**src/rtl/mem_port_arbiter_pkg.sv**
```systemverilog
// Shared types for the fetch/data memory port arbiter.
// Bus type, FSM states and access-size encodings.
package mem_port_arbiter_pkg;

  typedef logic [31:0] dataBus_t;

  typedef enum logic [1:0] {
    IDLE,
    I_REQ,
    D_REQ,
    RESP
  } arb_state_t;

  localparam logic [1:0] SZ_BYTE = 2'b00;
  localparam logic [1:0] SZ_HALF = 2'b01;
  localparam logic [1:0] SZ_WORD = 2'b10;

endpackage

```
**src/rtl/mem_port_arbiter_if.sv**
```systemverilog
// Bundle of fetch, data and unified memory port signals.
// slave: the arbiter; master: requesters plus memory model.
interface mem_port_arbiter_if;
  import mem_port_arbiter_pkg::*;

  logic       i_inst_rd_en;
  dataBus_t   i_inst_addr;
  logic       o_instr_ready;
  dataBus_t   o_instr_data;

  logic       i_data_rd_en;
  logic       i_data_wr_en;
  logic [1:0] i_data_ctrl;
  dataBus_t   i_data_addr;
  dataBus_t   i_data_wr;
  logic       o_data_ready;
  dataBus_t   o_data_rd;

  logic       o_mem_req;
  logic       o_mem_we;
  logic [1:0] o_mem_ctrl;
  dataBus_t   o_mem_addr;
  dataBus_t   o_mem_wdata;
  logic       i_mem_ack;
  dataBus_t   i_mem_rdata;

  modport slave (
    input  i_inst_rd_en, i_inst_addr,
    input  i_data_rd_en, i_data_wr_en,
    input  i_data_ctrl, i_data_addr, i_data_wr,
    input  i_mem_ack, i_mem_rdata,
    output o_instr_ready, o_instr_data,
    output o_data_ready, o_data_rd,
    output o_mem_req, o_mem_we, o_mem_ctrl,
    output o_mem_addr, o_mem_wdata
  );

  modport master (
    output i_inst_rd_en, i_inst_addr,
    output i_data_rd_en, i_data_wr_en,
    output i_data_ctrl, i_data_addr, i_data_wr,
    output i_mem_ack, i_mem_rdata,
    input  o_instr_ready, o_instr_data,
    input  o_data_ready, o_data_rd,
    input  o_mem_req, o_mem_we, o_mem_ctrl,
    input  o_mem_addr, o_mem_wdata
  );

endinterface

```
**src/rtl/mem_port_arbiter.sv**
```systemverilog
// Two-requester arbiter onto one memory port, one txn at a time.
// Define ARB_ROUND_ROBIN_EN for alternating grants on contention.
module mem_port_arbiter
  import mem_port_arbiter_pkg::*;
(
  input  logic               clk,
  input  logic               rst_n,
  mem_port_arbiter_if.slave  io_bus
);

  arb_state_t r_state;
  arb_state_t w_next;

  logic       r_win_d;
  logic       r_mem_we;
  logic [1:0] r_mem_ctrl;
  dataBus_t   r_mem_addr;
  dataBus_t   r_mem_wdata;
  dataBus_t   r_instr_data;
  dataBus_t   r_data_rd;

  logic       w_d_pend;
  logic       w_i_pend;
  logic       w_grant;
  logic       w_grant_d;
  logic       w_ack;

  assign w_d_pend = io_bus.i_data_rd_en | io_bus.i_data_wr_en;
  assign w_i_pend = io_bus.i_inst_rd_en;
  assign w_grant  = (r_state == IDLE) & (w_d_pend | w_i_pend);
  assign w_ack    = io_bus.i_mem_ack;

`ifdef ARB_ROUND_ROBIN_EN
  logic r_last_d;

  // On contention, favour whoever lost the previous grant.
  always_comb begin
    w_grant_d = w_d_pend & (~w_i_pend | ~r_last_d);
  end

  // Remember the last winner; reset favours data.
  always_ff @(posedge clk or negedge rst_n) begin
    if (!rst_n) begin
      r_last_d <= 1'b0;
    end else if (w_grant) begin
      r_last_d <= w_grant_d;
    end
  end
`else
  // Data always wins over fetch.
  always_comb begin
    w_grant_d = w_d_pend;
  end
`endif

  // State register.
  always_ff @(posedge clk or negedge rst_n) begin
    if (!rst_n) begin
      r_state <= IDLE;
    end else begin
      r_state <= w_next;
    end
  end

  // Next state: grant from IDLE, wait for ack, one RESP cycle.
  always_comb begin
    w_next = r_state;
    unique case (r_state)
      IDLE: begin
        if (w_grant_d) begin
          w_next = D_REQ;
        end else if (w_i_pend) begin
          w_next = I_REQ;
        end
      end
      I_REQ, D_REQ: begin
        if (w_ack) begin
          w_next = RESP;
        end
      end
      RESP:    w_next = IDLE;
      default: w_next = IDLE;
    endcase
  end

  // Latch the winner's request fields at grant time.
  always_ff @(posedge clk or negedge rst_n) begin
    if (!rst_n) begin
      r_win_d     <= 1'b0;
      r_mem_we    <= 1'b0;
      r_mem_ctrl  <= 2'b00;
      r_mem_addr  <= '0;
      r_mem_wdata <= '0;
    end else if (w_grant) begin
      r_win_d <= w_grant_d;
      if (w_grant_d) begin
        r_mem_we    <= io_bus.i_data_wr_en;
        r_mem_ctrl  <= io_bus.i_data_ctrl;
        r_mem_addr  <= io_bus.i_data_addr;
        r_mem_wdata <= io_bus.i_data_wr;
      end else begin
        r_mem_we    <= 1'b0;
        r_mem_ctrl  <= SZ_WORD;
        r_mem_addr  <= io_bus.i_inst_addr;
        r_mem_wdata <= '0;
      end
    end
  end

  // Capture read data into the winner's output on ack.
  always_ff @(posedge clk or negedge rst_n) begin
    if (!rst_n) begin
      r_instr_data <= '0;
      r_data_rd    <= '0;
    end else if (w_ack) begin
      if (r_state == I_REQ) begin
        r_instr_data <= io_bus.i_mem_rdata;
      end
      if (r_state == D_REQ) begin
        r_data_rd <= io_bus.i_mem_rdata;
      end
    end
  end

  // Outputs: request while waiting, ready only in RESP.
  always_comb begin
    io_bus.o_mem_req     = (r_state == I_REQ) |
                           (r_state == D_REQ);
    io_bus.o_instr_ready = (r_state == RESP) & ~r_win_d;
    io_bus.o_data_ready  = (r_state == RESP) & r_win_d;
    io_bus.o_mem_we      = r_mem_we;
    io_bus.o_mem_ctrl    = r_mem_ctrl;
    io_bus.o_mem_addr    = r_mem_addr;
    io_bus.o_mem_wdata   = r_mem_wdata;
    io_bus.o_instr_data  = r_instr_data;
    io_bus.o_data_rd     = r_data_rd;
  end

endmodule

```
**src/flat_wrapper.sv**
```systemverilog
// flat-port wrapper written by rule: the top's interface ports become plain ports
module mem_port_arbiter_flat import mem_port_arbiter_pkg::*;
  (clk, rst_n, io_bus_i_inst_rd_en, io_bus_i_inst_addr, io_bus_i_data_rd_en, io_bus_i_data_wr_en, io_bus_i_data_ctrl, io_bus_i_data_addr, io_bus_i_data_wr, io_bus_i_mem_ack, io_bus_i_mem_rdata, io_bus_o_instr_ready, io_bus_o_instr_data, io_bus_o_data_ready, io_bus_o_data_rd, io_bus_o_mem_req, io_bus_o_mem_we, io_bus_o_mem_ctrl, io_bus_o_mem_addr, io_bus_o_mem_wdata);
  mem_port_arbiter_if io_bus_i ();
  input  logic clk;
  input  logic rst_n;
  input wire logic [$bits(io_bus_i.i_inst_rd_en)-1:0] io_bus_i_inst_rd_en;
  input wire logic [$bits(io_bus_i.i_inst_addr)-1:0] io_bus_i_inst_addr;
  input wire logic [$bits(io_bus_i.i_data_rd_en)-1:0] io_bus_i_data_rd_en;
  input wire logic [$bits(io_bus_i.i_data_wr_en)-1:0] io_bus_i_data_wr_en;
  input wire logic [$bits(io_bus_i.i_data_ctrl)-1:0] io_bus_i_data_ctrl;
  input wire logic [$bits(io_bus_i.i_data_addr)-1:0] io_bus_i_data_addr;
  input wire logic [$bits(io_bus_i.i_data_wr)-1:0] io_bus_i_data_wr;
  input wire logic [$bits(io_bus_i.i_mem_ack)-1:0] io_bus_i_mem_ack;
  input wire logic [$bits(io_bus_i.i_mem_rdata)-1:0] io_bus_i_mem_rdata;
  output wire logic [$bits(io_bus_i.o_instr_ready)-1:0] io_bus_o_instr_ready;
  output wire logic [$bits(io_bus_i.o_instr_data)-1:0] io_bus_o_instr_data;
  output wire logic [$bits(io_bus_i.o_data_ready)-1:0] io_bus_o_data_ready;
  output wire logic [$bits(io_bus_i.o_data_rd)-1:0] io_bus_o_data_rd;
  output wire logic [$bits(io_bus_i.o_mem_req)-1:0] io_bus_o_mem_req;
  output wire logic [$bits(io_bus_i.o_mem_we)-1:0] io_bus_o_mem_we;
  output wire logic [$bits(io_bus_i.o_mem_ctrl)-1:0] io_bus_o_mem_ctrl;
  output wire logic [$bits(io_bus_i.o_mem_addr)-1:0] io_bus_o_mem_addr;
  output wire logic [$bits(io_bus_i.o_mem_wdata)-1:0] io_bus_o_mem_wdata;
  assign io_bus_i.i_inst_rd_en = io_bus_i_inst_rd_en;
  assign io_bus_i.i_inst_addr = io_bus_i_inst_addr;
  assign io_bus_i.i_data_rd_en = io_bus_i_data_rd_en;
  assign io_bus_i.i_data_wr_en = io_bus_i_data_wr_en;
  assign io_bus_i.i_data_ctrl = io_bus_i_data_ctrl;
  assign io_bus_i.i_data_addr = io_bus_i_data_addr;
  assign io_bus_i.i_data_wr = io_bus_i_data_wr;
  assign io_bus_i.i_mem_ack = io_bus_i_mem_ack;
  assign io_bus_i.i_mem_rdata = io_bus_i_mem_rdata;
  assign io_bus_o_instr_ready = io_bus_i.o_instr_ready;
  assign io_bus_o_instr_data = io_bus_i.o_instr_data;
  assign io_bus_o_data_ready = io_bus_i.o_data_ready;
  assign io_bus_o_data_rd = io_bus_i.o_data_rd;
  assign io_bus_o_mem_req = io_bus_i.o_mem_req;
  assign io_bus_o_mem_we = io_bus_i.o_mem_we;
  assign io_bus_o_mem_ctrl = io_bus_i.o_mem_ctrl;
  assign io_bus_o_mem_addr = io_bus_i.o_mem_addr;
  assign io_bus_o_mem_wdata = io_bus_i.o_mem_wdata;
  mem_port_arbiter u_core (.clk(clk), .rst_n(rst_n), .io_bus(io_bus_i));
endmodule
```
**config.mk**
```make
export PLATFORM = sky130hd
export DESIGN_NAME = mem_port_arbiter_flat
export DESIGN_NICKNAME = d
export VERILOG_FILES = /design/src/rtl/mem_port_arbiter_pkg.sv /design/src/rtl/mem_port_arbiter_if.sv /design/src/rtl/mem_port_arbiter.sv /design/src/flat_wrapper.sv
export SDC_FILE = /design/constraint.sdc
export NUM_CORES = 1
export LEC_CHECK = 0
export CAP_MARGIN = 25
export CORE_ASPECT_RATIO = 1.75
export CORE_MARGIN = 2
export CORE_UTILIZATION = 44
export CTS_BUF_LIST = sky130_fd_sc_hd__clkbuf_4 sky130_fd_sc_hd__clkbuf_8
export DETAILED_ROUTE_END_ITERATION = 10
export PLACE_DENSITY = 0.9
export SLEW_MARGIN = 20
export SYNTH_ARGS = -nofsm -noshare
export SYNTH_HDL_FRONTEND = slang
export SYNTH_SLANG_ARGS = --single-unit
```
**constraint.sdc**
```tcl
create_clock -name clk -period 2.8 [get_ports clk]
set_input_delay 0.7 -clock clk [delete_from_list [all_inputs] [get_ports clk]]
set_output_delay 0.7 -clock clk [all_outputs]
set_load 0.05 [all_outputs]
```
==> results.cfg, run 1 <==
[final_layout]
drive_above_1_share_pct = 16.2
filler_cell_count = 780
num_antenna_cells = 0
syn_to_final_growth_pct = 61.0
num-nets-final = 793
finish.cell_count_without_fillers = 802

[clock_network]
clk_pin_slew_worst_paths_ns = 0.08
worstSkewPairLatency_ns = 0.41
cts.hold.buffers_added = 0
numCtsBuffers = 17
clock_path_buffers = 2
cts.root.buffer_cell = sky130_fd_sc_hd__clkbuf_8
tritoncts_num_sinks = 134
tritoncts = yes
h-tree-depth = 4

[synth]
netlist_top_cells_area = sky130_fd_sc_hd__dfrtp_1 63%, sky130_fd_sc_hd__mux2_2 14%, sky130_fd_sc_hd__mux2i_1 6.4%, sky130_fd_sc_hd__a22o_1 5.4%, sky130_fd_sc_hd__nand2_1 2.7%
most_numerous_cell_types_in_the_synthesized_netlist = 134 x sky130_fd_sc_hd__dfrtp_1, 65 x sky130_fd_sc_hd__mux2_2, 38 x sky130_fd_sc_hd__nand2_1
main_combinational_cell_family_by_area_after_synthesis = multiplexers
synthCells = 380
synth_xor_xnor_area_share_pct = 0
netlist_area_before_placement_mm2 = 0.00531
synth-adder-area-share_pct = 1.18
yosys_warnings = 0
netlist.top_cell.by_area = sky130_fd_sc_hd__dfrtp_1
syn_avg_cell_area_um2 = 14.0
proportion_of_synthesized_area_in_mux_cells_pct = 20.2
synthMostInstantiatedCell = sky130_fd_sc_hd__dfrtp_1
synth_enable_flop_cells = 0
synth.lib_cells_used.distinct = 20
register_bit_count_reported_by_yosys = 134
syn_nets = 521
synth_simple_gate_area_share_pct = 3.65
synth_compound_area_share_pct = 9.29
yosys.area.top_type_share_pct = 63.2
ys_seq_area_share_pct = 63.2
postSynth.asyncResetShare_pct = 100
synth_ff_type = sky130_fd_sc_hd__dfrtp_1

[pwr]
power_switching_mw = 6.05
power_density_mw_per_mm2 = 1450
power.ir.vdd_worst_uv = 876
p_int_mw = 6.31
power.clock.fraction_pct = 13.1
power_frac_seq_pct = 27.7
switching_share_pct = 49.0
power.leakage_nw = 3.68
power.combinational.fraction_pct = 59.2

[critical_path]
crit_path_capture = io_bus_o_data_ready
worst_path_dominant_cell_family = buffers and inverters
setup.worst_path.start = u_core.r_state[1]
crit_arrival_ns = 1.96
critical-path-slowest-cell = sky130_fd_sc_hd__clkdlybuf4s50_1
timing.critical_path.from_type = register
path_buf_inv = 1
crit_fanout = 4
critical_path.cell_chain = ha_1 -> and2_1 -> clkdlybuf4s50_1
worstPathRequired_ns = 2.10
regToRegEndpoint = u_core.io_bus.o_data_rd[2]
worstSetupEndpointType = output pin
timing.critical_path.slowest_cell_delay_ns = 0.82
worstRegToRegCells = 5
critical_path_class = reg2out
regToRegStartpoint = u_core.r_state[0]
timing.reg2reg.setup_slack_ns = 1.11
number_of_cells_on_the_critical_path = 3

[global_routing]
first_global_vias = 4500
grt-ovfl-total = 0
grt_pass1_wl_um = 22700
grt_usage_pct = 22.9
pin_count_of_the_biggest_net_entering_global_routing = 100
initial_antenna_violation_count = 0

[sta]
hold_viol = 0
max_clock_freq_mhz = 376
maxSlewViolCount = 0
max-slew-margin-rel_pct = 62.2
final_period_minus_worst_setup_slack_ns = 2.66
skew_ns = 0.0111
worst_hold_slack_ns = 0.269
unrepaired_setup_endpoints_after_global_routing = false
tns_ns = 0
worst_pin_slew_ns = 0.566
fin_crit_sh_pct = 95.1
finalSetupViolations = 0

[floorplan]
floorplan.rows = 53
design.portCount = 270
fp.dieH_um = 149
width_of_the_die_um = 87.0
initial_core_util_pct = 44.7
core_area_mm2 = 0.0119
design.die.area_mm2 = 0.0130

[route]
met1Wirelength_um = 4990
ant_nets = 0
met2_routed_length_um = 8080
remaining_drc_errors = 0
dr.pass1.iters = 4
routed_vias_inst = 5.12
drtIter0Drc = 105
maxUsedRoutingLayer = met4
num_vias = 4107
route.detailed.wl_per_inst_um = 18.4
met3_wirelength_um = 982
wirelength_um = 14800

[outcome]
status = finished clean

[run]
max_cap_viol_count = 0

[placed_design]
place_inst = 770
post_detailed_placement_half_perimeter_wirelength_um = 11100
place.port_buffers = 269
gp_congestion = 0.791

[hold_path]
min-delay-path-class = in2async
-- cell usage in the layout (no fill, tap or decap), drive strengths merged, types with 6 or more instances in the layout --
master         instances
nand2                 38
mux2i                 34
mux2                  65
clkbuf                17
clkdlybuf4s50        266
clkinv                 6
a22o                  33
buf                    8
dfrtp                134
inv                    8
o21ai                 32
-- worst register-to-register path, stage by stage, from the launching register on --
cell and delay, ns:
sky130_fd_sc_hd__dfrtp_1 0.39, sky130_fd_sc_hd__inv_1 0.11, sky130_fd_sc_hd__ha_1 0.21, sky130_fd_sc_hd__nand2_1 0.06, sky130_fd_sc_hd__buf_4 0.39, sky130_fd_sc_hd__mux2_2 0.42
-- kinds of logic (layout without fill, tap and decap cells) --
logic type,count (synthesis),after routing
buffers and inverters,26,311
adders and majority gates,5,5
AOI/OAI and AO/OA,70,70
and+or+nand+nor,46,46
DFF,134,134
muxes,99,99
-- power by group through the flow --
stage          sequential (mW)  clock (mW)  combinational, mW
6_report                  3.42        1.62               7.32
5_1_grt                   3.53        1.74               7.63
2_1_floorplan             6.60           0               1.58
4_1_cts                   3.42        1.66               7.37
3_3_place_gp              3.38           0               7.20
3_5_place_dp              3.44           0               7.37
-- final cells by class --
| cell class | instances | area (µm²) | area share (%) |
|---|---|---|---|
| Tap cell | 137 | 171 | 2.01 |
| Multi-Input combinational cell | 220 | 1820 | 21.3 |
| Clock inverter | 15 | 170 | 1.99 |
| Inverter | 3 | 11.3 | 0.132 |
| Timing Repair Buffer | 276 | 2780 | 32.5 |
| Sequential cell | 134 | 3350 | 39.2 |
| Clock buffer | 17 | 234 | 2.74 |
-- routing by layer --
layer	vias up	track usage (%)
met5	-	0
met4	0	13.0
met3	50	6.64
met2	188	40.6
met1	1979	23.5
li1	1890	-
-- sequential cells by signal, indices dropped and copies added (netlist names) --
register	cells
u_core.io_bus.o_data_rd	32
u_core.io_bus.o_instr_data	32
u_core.io_bus.o_mem_addr	32
u_core.io_bus.o_mem_ctrl	2
u_core.io_bus.o_mem_wdata	32
u_core.io_bus.o_mem_we	1
u_core.r_state	2
u_core.r_win_d	1
-- metrics by stage --
stage / setup WS (ns) / utilization, % / power, mW / instance area (µm²)
after CTS: 0.0598 / 72.0 / 12.4 / 8540
after floorplan: 0.874 / - / 8.17 / 5310
after detailed placement: 0.391 / 68.6 / 10.8 / 8140
final: 0.137 / 72.0 / 12.4 / 8550
after global routing: 0.0265 / 72.0 / 12.9 / 8550
after global placement: 0.493 / 68.6 / 10.6 / 8140
-- how the worst min path moves through the flow --
stage / end / cells after the start
2_1_floorplan: u_core.io_bus.o_data_rd[0] / 0
3_3_place_gp: u_core.io_bus.o_mem_addr[4] / 2
3_5_place_dp: u_core.io_bus.o_mem_we / 2
4_1_cts: u_core.io_bus.o_data_rd[30] / 1
5_1_grt: u_core.io_bus.o_mem_addr[19] / 1
6_report: u_core.io_bus.o_data_rd[30] / 1
-- repair_timing --
item / 4_1_cts / 5_1_grt
gates resized for setup: 1 / 1
setup endpoints to repair: 1 / 1
setup buffers: 0 / 0
Power figures use the tool's default switching activity.
==> run 2: changes to the inputs <==
--- a/config.mk
+++ b/config.mk
@@ -12,6 +12,7 @@
 export CTS_BUF_LIST = sky130_fd_sc_hd__clkbuf_4 sky130_fd_sc_hd__clkbuf_8
 export DETAILED_ROUTE_END_ITERATION = 10
 export PLACE_DENSITY = 0.9
+export SKIP_LAST_GASP = 1
 export SLEW_MARGIN = 20
 export SYNTH_ARGS = -nofsm -noshare
 export SYNTH_HDL_FRONTEND = slang
==> results of run 2 <==
No change in the layout: final DEF, timing and power equal those of run 1.
==> run 3: changes to the inputs <==
--- a/config.mk
+++ b/config.mk
@@ -7,7 +7,6 @@
 export LEC_CHECK = 0
 export CAP_MARGIN = 25
 export CORE_ASPECT_RATIO = 1.75
-export CORE_MARGIN = 2
 export CORE_UTILIZATION = 44
 export CTS_BUF_LIST = sky130_fd_sc_hd__clkbuf_4 sky130_fd_sc_hd__clkbuf_8
 export DETAILED_ROUTE_END_ITERATION = 10
==> results.cfg, run 3 (synthesis gave the netlist of run 1 again) <==
[critical_path]
path_buf_inv = 1
critical-path-slowest-cell = sky130_fd_sc_hd__clkdlybuf4s50_1
worst_path_dominant_cell_family = buffers and inverters
worstPathRequired_ns = 2.10
critical_path_class = reg2out
timing.critical_path.from_type = register
critical_path.cell_chain = ha_1 -> and2_1 -> clkdlybuf4s50_1
timing.reg2reg.setup_slack_ns = 1.09
crit_fanout = 4
crit_arrival_ns = 1.96
worstSetupEndpointType = output pin
timing.critical_path.slowest_cell_delay_ns = 0.82

[sta]
final.setup.worst_slack_ns = 0.141
max_clock_freq_mhz = 376
skew_ns = 0.0111
final_period_minus_worst_setup_slack_ns = 2.66
unrepaired_setup_endpoints_after_global_routing = false
hold_viol = 0
finalSetupViolations = 0
fin_crit_sh_pct = 95.0
tns_ns = 0
maxSlewViolCount = 0
worst_pin_slew_ns = 0.555
max-slew-margin-rel_pct = 62.9

[placed_design]
gp_congestion = 0.737
post_detailed_placement_half_perimeter_wirelength_um = 10800
place.port_buffers = 269
pre_cts_ws_ns = 0.425
placed_area_mm2 = 0.00815

[final_layout]
drive_above_1_share_pct = 16.4
syn_to_final_growth_pct = 62.0
final_core_utilization_pct = 73.8
num-nets-final = 794
final_cell_area_mm2 = 0.00860
layout.cells.most_common = sky130_fd_sc_hd__clkdlybuf4s50_1
num_antenna_cells = 0
final_cell_mix = 266 x sky130_fd_sc_hd__clkdlybuf4s50_1, 134 x sky130_fd_sc_hd__dfrtp_1, 65 x sky130_fd_sc_hd__mux2_2, 38 x sky130_fd_sc_hd__nand2_1, 34 x sky130_fd_sc_hd__mux2i_1

[pwr]
power.leakage_nw = 3.71
power.ir.vdd_worst_uv = 851
power_density_mw_per_mm2 = 1460

[route]
dr.pass1.iters = 4
remaining_drc_errors = 0
num_vias = 4141
drtIter0Drc = 101
ant_nets = 0
routed_vias_inst = 5.17
route.detailed.wl_per_inst_um = 18.3
wirelength_um = 14600

[floorplan]
core_area_mm2 = 0.0116
width_of_the_die_um = 85.0
initial_core_util_pct = 45.6
design.portCount = 270
design.die.area_mm2 = 0.0125
fp.dieH_um = 147
floorplan.rows = 52

[outcome]
status = finished clean

[clock_network]
clock_path_buffers = 2
tritoncts = yes
cts.root.buffer_cell = sky130_fd_sc_hd__clkbuf_8
numCtsBuffers = 17
clk_pin_slew_worst_paths_ns = 0.08
h-tree-depth = 4
tritoncts_num_sinks = 134
postCtsSetupRepairBufs = 0
worstSkewPairLatency_ns = 0.43

[global_routing]
global_route.usage.met2_pct = 45.1
grt_pass1_wl_um = 23200
pin_count_of_the_biggest_net_entering_global_routing = 100
initial_antenna_violation_count = 0
grt-ovfl-total = 0
met1_usage_pct = 24.7
gr-usage-met3_pct = 7.08
globalRoute.busiestLayer = met2
grt_usage_pct = 24.5
first_global_vias = 4552

[run]
max_cap_viol_count = 0

[hold_path]
min-delay-path-class = in2async
==> run 3: cell types whose count changed in the layout (fill, tap and decap cells not counted), sizes merged <==
cell    delta
inv        -3
bufinv     +2
clkbuf     +2
buf        +1
clkinv     -1
==> run 3: final timing paths <==
kind	startpoint	to	cells past startpoint
max	u_core.r_state[1]	io_bus_o_data_ready	3
min	rst_n	u_core.io_bus.o_data_rd[30]	1
max reg2reg	u_core.r_state[0]	u_core.r_state[1]	5
min reg2reg	u_core.io_bus.o_mem_addr[16]	u_core.io_bus.o_mem_addr[16]	2
max in group asynchronous	rst_n	u_core.io_bus.o_data_rd[12]	2
min in group clk	u_core.io_bus.o_mem_addr[16]	u_core.io_bus.o_mem_addr[16]	2
==> run 3: per-layer routing <==
| metal | wire length, µm | vias to the layer above |
|---|---|---|
| li1 | - | 1886 |
| met1 | 4910 | 2008 |
| met2 | 8140 | 203 |
| met3 | 978 | 44 |
| met4 | 600 | 0 |
| met5 | 0 | - |
==> run 3: final cells by class <==
class                   instances  area (µm²)
flip-flops and latches        134        3350
fillers                       773        3050
repair buffers                277        2790
multi-input cells             220        1820
clock buffers                  19         255
clock inverters                13         196
well taps                     135         169
inverters                       3        11.3
==> run 3: through the flow <==
| step | hold slack (ns) | instances | power (mW) |
|---|---|---|---|
| floorplan | 0.404 | 380 | 8.17 |
| global placement | 0.464 | 769 | 10.6 |
| detailed placement | 0.469 | 769 | 10.8 |
| CTS | 0.192 | 801 | 12.6 |
| global route | 0.210 | 801 | 13.1 |
| finish | 0.203 | 801 | 12.5 |
==> run 3: worst reg2reg max path, stage by stage, from the launching register on <==
cell	delay, ns
sky130_fd_sc_hd__dfrtp_1	0.39
sky130_fd_sc_hd__inv_1	0.10
sky130_fd_sc_hd__ha_1	0.35
sky130_fd_sc_hd__nor2b_1	0.15
sky130_fd_sc_hd__a21oi_1	0.24
sky130_fd_sc_hd__mux2_2	0.37
==> run 3: power by group <==
| part | internal [mW] | switching (mW) | leakage [nW] |
|---|---|---|---|
| combinational | 2.61 | 4.71 | 1.86 |
| clock | 1.02 | 0.775 | 0.221 |
| sequential | 2.89 | 0.536 | 1.63 |
| total | 6.52 | 6.02 | 3.71 |
==> run 3: timing repair <==
action / in CTS / in global routing
endpoints found under the setup margin: 1 / 1
hold buffers: 0 / 0
gates resized for setup: 1 / 1
